## config.mk

```make
export PLATFORM = sky130hd
export DESIGN_NAME = pararam_spi_bridge
export DESIGN_NICKNAME = d
export VERILOG_FILES = /design/src/rtl/pararam_pkg.sv /design/src/rtl/pararam_sync_edge.sv /design/src/rtl/pararam_spi_bridge.sv
export SDC_FILE = /design/constraint.sdc
export NUM_CORES = 1
export LEC_CHECK = 0
export ABC_AREA = 1
export ABC_CLOCK_PERIOD_IN_PS = 2330
export CAP_MARGIN = 20
export CORE_UTILIZATION = 40
export DETAILED_ROUTE_END_ITERATION = 16
export PLACE_DENSITY = 0.75
export SLEW_MARGIN = 20
export SYNTH_ARGS = -nofsm -noshare
export SYNTH_HDL_FRONTEND = slang
export SYNTH_SLANG_ARGS = --single-unit
```

## constraint.sdc

```tcl
create_clock -name clk -period 2.33 [get_ports clk]
set_input_delay 0.466 -clock clk [delete_from_list [all_inputs] [get_ports clk]]
set_output_delay 0.466 -clock clk [all_outputs]
set_load 0.02 [all_outputs]
```

## src/rtl/pararam_pkg.sv

```systemverilog
// Shared types and constants for the ParaRAM SPI bridge.
// Defaults here are also used by the RAM wrapper and the bench.
package pararam_pkg;

  localparam int DEF_ADDR_WIDTH = 9;
  localparam int DEF_DATA_WIDTH = 16;
  localparam int HDR_BITS = 16;
  localparam int HDR_WR_BIT = 15;
  localparam int HDR_BURST_BIT = 14;

  typedef enum logic [2:0] {
    IDLE,
    HDR,
    WR_DATA,
    RD_FETCH,
    RD_WAIT,
    RD_SHIFT,
    DONE
  } state_t;

endpackage

```

## src/rtl/pararam_sync_edge.sv

```systemverilog
// Two-flop synchroniser for an asynchronous pin, plus
// rise/fall detect on the synchronised level.
module pararam_sync_edge #(
  parameter logic RST_VAL = 1'b0
) (
  input  logic clk,
  input  logic rst,
  input  logic d,
  output logic q,
  output logic rise,
  output logic fall
);

  logic s1, s2, s3;

  always_ff @(posedge clk or posedge rst) begin
    if (rst) begin
      s1 <= RST_VAL;
      s2 <= RST_VAL;
      s3 <= RST_VAL;
    end else begin
      s1 <= d;
      s2 <= s1;
      s3 <= s2;
    end
  end

  assign q    = s2;
  assign rise = s2 & ~s3;
  assign fall = ~s2 & s3;

endmodule

```

## src/rtl/pararam_spi_bridge.sv

```systemverilog
// SPI mode-0 slave that turns command frames into single-cycle
// ParaRAM read/write strobes, with optional auto-increment bursts.
module pararam_spi_bridge #(
  parameter int ADDR_WIDTH = pararam_pkg::DEF_ADDR_WIDTH,
  parameter int DATA_WIDTH = pararam_pkg::DEF_DATA_WIDTH,
  parameter int HDR_BITS   = pararam_pkg::HDR_BITS
) (
  input  logic                  clk,
  input  logic                  rst,
  input  logic                  spi_sck,
  input  logic                  spi_csn,
  input  logic                  spi_mosi,
  output logic                  spi_miso,
  output logic                  spi_miso_oe,
  output logic                  ram_en,
  output logic                  ram_wc,
  output logic [ADDR_WIDTH-1:0] ram_addr,
  output logic [DATA_WIDTH-1:0] ram_wdata,
  input  logic [DATA_WIDTH-1:0] ram_rdata,
  output logic                  busy
);

  import pararam_pkg::*;

  localparam int SW = (HDR_BITS > DATA_WIDTH) ? HDR_BITS : DATA_WIDTH;
  localparam int CW = $clog2(SW + 1);

  state_t state, state_nxt;

  logic sck_rise, sck_fall;
  logic csn_q, csn_fall;
  logic mosi_q;
  logic [3:0] edge_unused;

  logic [SW-1:0]         rx;
  logic [SW-1:0]         rx_next;
  logic [DATA_WIDTH-1:0] tx;
  logic [CW-1:0]         cnt;
  logic                  burst;
  logic                  miso_q;

  logic hdr_last, word_last, cnt_wrap;
  logic wr_strobe, rd_strobe, load_tx;
  logic shifting, rx_phase;

  pararam_sync_edge #(.RST_VAL(1'b0)) u_sck (
    .clk (clk),
    .rst (rst),
    .d   (spi_sck),
    .q   (edge_unused[0]),
    .rise(sck_rise),
    .fall(sck_fall)
  );

  pararam_sync_edge #(.RST_VAL(1'b1)) u_csn (
    .clk (clk),
    .rst (rst),
    .d   (spi_csn),
    .q   (csn_q),
    .rise(edge_unused[1]),
    .fall(csn_fall)
  );

  pararam_sync_edge #(.RST_VAL(1'b0)) u_mosi (
    .clk (clk),
    .rst (rst),
    .d   (spi_mosi),
    .q   (mosi_q),
    .rise(edge_unused[2]),
    .fall(edge_unused[3])
  );

  assign rx_next   = {rx[SW-2:0], mosi_q};
  assign hdr_last  = sck_rise && (cnt == CW'(HDR_BITS - 1));
  assign word_last = sck_rise && (cnt == CW'(DATA_WIDTH - 1));
  assign rx_phase  = (state == HDR) || (state == WR_DATA);
  assign shifting  = rx_phase || (state == RD_SHIFT);
  assign cnt_wrap  = (state == HDR) ? hdr_last : word_last;

  always_ff @(posedge clk or posedge rst) begin
    if (rst) state <= IDLE;
    else     state <= state_nxt;
  end

  always_comb begin
    state_nxt = state;
    wr_strobe = 1'b0;
    rd_strobe = 1'b0;
    load_tx   = 1'b0;
    unique case (state)
      IDLE:
        if (csn_fall) state_nxt = HDR;
      HDR:
        if (hdr_last) begin
          if (rx_next[HDR_WR_BIT]) begin
            state_nxt = WR_DATA;
          end else begin
            state_nxt = RD_FETCH;
            rd_strobe = !csn_q;
          end
        end
      WR_DATA:
        // a word whose last rise lands with csn high is still written
        if (word_last) begin
          wr_strobe = 1'b1;
          if (!burst) state_nxt = DONE;
        end
      RD_FETCH:
        state_nxt = RD_WAIT;
      RD_WAIT: begin
        state_nxt = RD_SHIFT;
        load_tx   = 1'b1;
      end
      RD_SHIFT:
        if (word_last) begin
          if (burst) begin
            state_nxt = RD_FETCH;
            rd_strobe = !csn_q;
          end else begin
            state_nxt = DONE;
          end
        end
      DONE: ;
      default: state_nxt = IDLE;
    endcase
    if (state != IDLE && csn_q) state_nxt = IDLE;
  end

  always_ff @(posedge clk or posedge rst) begin
    if (rst) begin
      ram_en    <= 1'b0;
      ram_wc    <= 1'b0;
      ram_addr  <= '0;
      ram_wdata <= '0;
      burst     <= 1'b0;
      cnt       <= '0;
      rx        <= '0;
      tx        <= '0;
      miso_q    <= 1'b0;
    end else begin
      ram_en <= wr_strobe | rd_strobe;
      ram_wc <= wr_strobe;
      // burst address moves on once the strobe at the old address is out
      if (state == HDR && hdr_last) begin
        ram_addr <= rx_next[ADDR_WIDTH-1:0];
        burst    <= rx_next[HDR_BURST_BIT];
      end else if (ram_en && burst) begin
        ram_addr <= ram_addr + 1'b1;
      end
      if (wr_strobe) ram_wdata <= rx_next[DATA_WIDTH-1:0];

      if (state == IDLE)
        cnt <= '0;
      else if (shifting && sck_rise)
        cnt <= cnt_wrap ? '0 : cnt + 1'b1;

      if (state == IDLE)
        rx <= '0;
      else if (rx_phase && sck_rise)
        rx <= rx_next;

      if (load_tx)
        tx <= ram_rdata;
      else if (state == RD_SHIFT && sck_fall)
        tx <= {tx[DATA_WIDTH-2:0], 1'b0};

      if (state != RD_SHIFT)
        miso_q <= 1'b0;
      else if (sck_fall)
        miso_q <= tx[DATA_WIDTH-1];
    end
  end

  assign spi_miso    = miso_q;
  assign spi_miso_oe = !csn_q &&
                       ((state == RD_FETCH) ||
                        (state == RD_WAIT)  ||
                        (state == RD_SHIFT));
  assign busy        = (state != IDLE);

endmodule

```

==> flow_metrics.tcl, run 1 <==
set metrics [dict create \
    fin_skew_ps 16.38 \
    critPathLaunchType "flip-flop" \
    syn_inst 429 \
    finalCritPeriodShare 0.9574 \
    grt_overflow 0 \
    yosysWarnings 0 \
    synth-compound-area-share 0.1171 \
    routed_wl_um 7588 \
    synthMuxAreaShare 0 \
    ir_drop_mv 0.3243 \
    cts_setup_buffers 0 \
    cts_buffers 9 \
    r2r_cells 8 \
    finalSetupTns_ps 0 \
    synth_seq_area_share 0.5340 \
    clock-sinks 76 \
    synthSimpleGateAreaFrac 0.2423 \
    fin_crit_ps 2231 \
    worst_slew_pin_slew_ps 654.9 \
    mostFrequentLayoutCell "nand2_1" \
    synth_area_um2 3568 \
    grt_start_max_net_pins 53 \
    clock_latency_ps 360 \
    hold_class "reg2reg" \
    synth_top_family_by_area "simple AND/OR/NAND/NOR gates" \
    ctsLongestPathBuffers 2 \
    syn_to_final_growth_pct 22.93 \
    cp_max_fo 7 \
    synth_fa_ha_area_frac 0.007013 \
    final_cell_mix "nand2_1 (114), dfrtp_1 (73), inv_1 (59), o21ai_0 (50), clkdlybuf4s50_1 (49)" \
    max_freq_mhz 448.3 \
    synth.distinct_cells 29 \
    synth-xor-area-share 0.007363 \
    fp-row-count 34 \
    cts-root-buf "clkbuf_8" \
    hold_viol 0 \
    grt_pass1_vias 2807 \
    ys_ff_latch 76 \
    rrSetupSlack_ps 550 \
    drive_above_1_share 0.07992 \
    hpwl_um 5332 \
    fin_nets 506 \
    diodes 0 \
    critical_path_class "reg2out" \
    grt_first_pass_wirelength_um 12720 \
    final_area_um2 4387 \
    dieArea_um2 9303 \
    num_io_pins 51 \
    drv_cap 0 \
    status "finished clean" \
    grt_antenna_before_repair 0 \
    avgSynthCellArea_um2 8.318 \
    cp.arrival_ps 1760 \
    tritoncts "yes" \
    die_w_um 96.45 \
    initialDrtViolationCount 205 \
    rsz0062_at_grt "no" \
    finalSetupViolations 0 \
    worstPathRequired_ps 1860 \
    whs_path_depth 0 \
    track_usage 0.1805 \
    critPathCaptureType "primary output" \
    wire_per_inst_um 12.73 \
    drc 0 \
    die_h_um 96.45 \
    synth_nets 452 \
    slew_headroom 0.5630 \
    gp_congestion 0.9000 \
    via_per_inst 5.050 \
    num_vias 3010 \
    cellLeakagePower_nw 2.034 \
    power_density_nw_per_um2 669.3 \
    dr.pass1.iters 4 \
    initial_core_util 0.4112 \
    core_area_um2 8678 \
    io_buffers 50 \
    dpl_cell_area_um2 4180 \
    postRouteAntennaNets 0 \
    slew_viol_final 0 \
    htreeDepth 3 \
    path_clk_slew_ps 90 \
]
synthesized netlist by cell type, drive strengths merged:
| master | instances | share of area |
|---|---|---|
| a211oi | 2 | 0.0042 |
| a21oi | 3 | 0.0042 |
| buf | 11 | 0.021 |
| clkbuf | 4 | 0.0070 |
| dfrtp | 73 | 0.51 |
| dfstp | 3 | 0.022 |
| ha | 2 | 0.0070 |
| inv | 61 | 0.064 |
| nand2 | 116 | 0.12 |
| nand3 | 49 | 0.076 |
| nand3b | 1 | 0.0021 |
| nand4 | 3 | 0.0053 |
| nor2 | 26 | 0.032 |
| nor3 | 3 | 0.0042 |
| o211ai | 14 | 0.029 |
| o21ai | 55 | 0.079 |
| xnor2 | 2 | 0.0049 |
| xor2 | 1 | 0.0025 |
where the power goes:
part           leakage, nW  switching [mW]  internal (mW)
Clock                0.102           0.542          0.513
Combinational        0.980           0.346          0.143
Sequential           0.953          0.0386           1.35
metal layers:
| metal | wire length (um) | up-vias | track usage |
|---|---|---|---|
| li1 | - | 1494 | - |
| met1 | 3531 | 1431 | 0.2351 |
| met2 | 3612 | 69 | 0.2899 |
| met3 | 273 | 16 | 0.03130 |
| met4 | 170 | 0 | 0.09069 |
| met5 | 0 | - | 0 |
kinds of logic after synthesis:
group | after synthesis
adder cells (fa/ha/maj) | 2
flip-flops | 76
XOR/XNOR | 3
AO/OA/AOI/OAI | 74
AND/OR/NAND/NOR | 198
buffers and inverters | 76
final timing paths:
check	from	endpoint
max	state[0]$_DFFE_PP0P_	spi_miso_oe
min	u_mosi.s1$_DFF_PP0_	u_mosi.q$_DFF_PP0_
max reg2reg	state[1]$_DFFE_PP0P_	ram_addr[3]$_DFFE_PP0P_
min reg2reg	u_mosi.s1$_DFF_PP0_	u_mosi.q$_DFF_PP0_
max in group asynchronous	rst	u_csn.s3$_DFF_PP1_
min in group asynchronous	rst	ram_addr[6]$_DFFE_PP0P_
area by class of cell:
cell class / count / area (um^2)
fill: 822 / 4292
sequential: 76 / 1906
multi-input combinational: 277 / 1334
timing repair buffer: 58 / 571.8
inverter: 61 / 232.7
tap: 108 / 135.1
clock buffer: 9 / 123.9
clock inverter: 7 / 83.83
registers in the layout, indices dropped and copies added (netlist names), 3 cells and up:
register / flops
cnt: 5
ram_wdata: 16
rx: 15
ram_addr: 9
tx: 16
state: 3
worst max-delay path: stages, from the launching register on:
cell and delay (ps):
dfrtp_1 470, inv_1 100, o21ai_2 190, o21ai_0 140
a21oi_1 150, dlygate4sd2_1 360
metrics by stage:
step | power [mW] | setup WS (ps) | utilization | hold slack [ps] | std cells
4_1_cts | 2.961 | 86.63 | 0.5055 | 358.3 | 596
6_report | 2.936 | 99.23 | 0.5055 | 352.9 | 596
5_1_grt | 3.076 | 3.123 | 0.5055 | 365.3 | 596
2_1_floorplan | 1.741 | 729.9 | - | 331.2 | 429
3_3_place_gp | 1.887 | 232.9 | 0.4817 | 332.2 | 580
3_5_place_dp | 1.902 | 218.8 | 0.4817 | 340.1 | 580
repair_timing:
action	in CTS	in global routing
setup endpoints to repair	1	0
hold buffers	0	0
resized for setup	1	0
No activity file was read; power rests on OpenSTA's default activity.
==> run 2, diff against run 1 <==
--- a/config.mk
+++ b/config.mk
@@ -11,7 +11,7 @@
 export CORE_UTILIZATION = 40
 export DETAILED_ROUTE_END_ITERATION = 16
 export PLACE_DENSITY = 0.75
-export SLEW_MARGIN = 20
+export SLEW_MARGIN = 40
 export SYNTH_ARGS = -nofsm -noshare
 export SYNTH_HDL_FRONTEND = slang
 export SYNTH_SLANG_ARGS = --single-unit
==> results of run 2 <==
Final layout, timing and power as in run 1 (identical DEF).
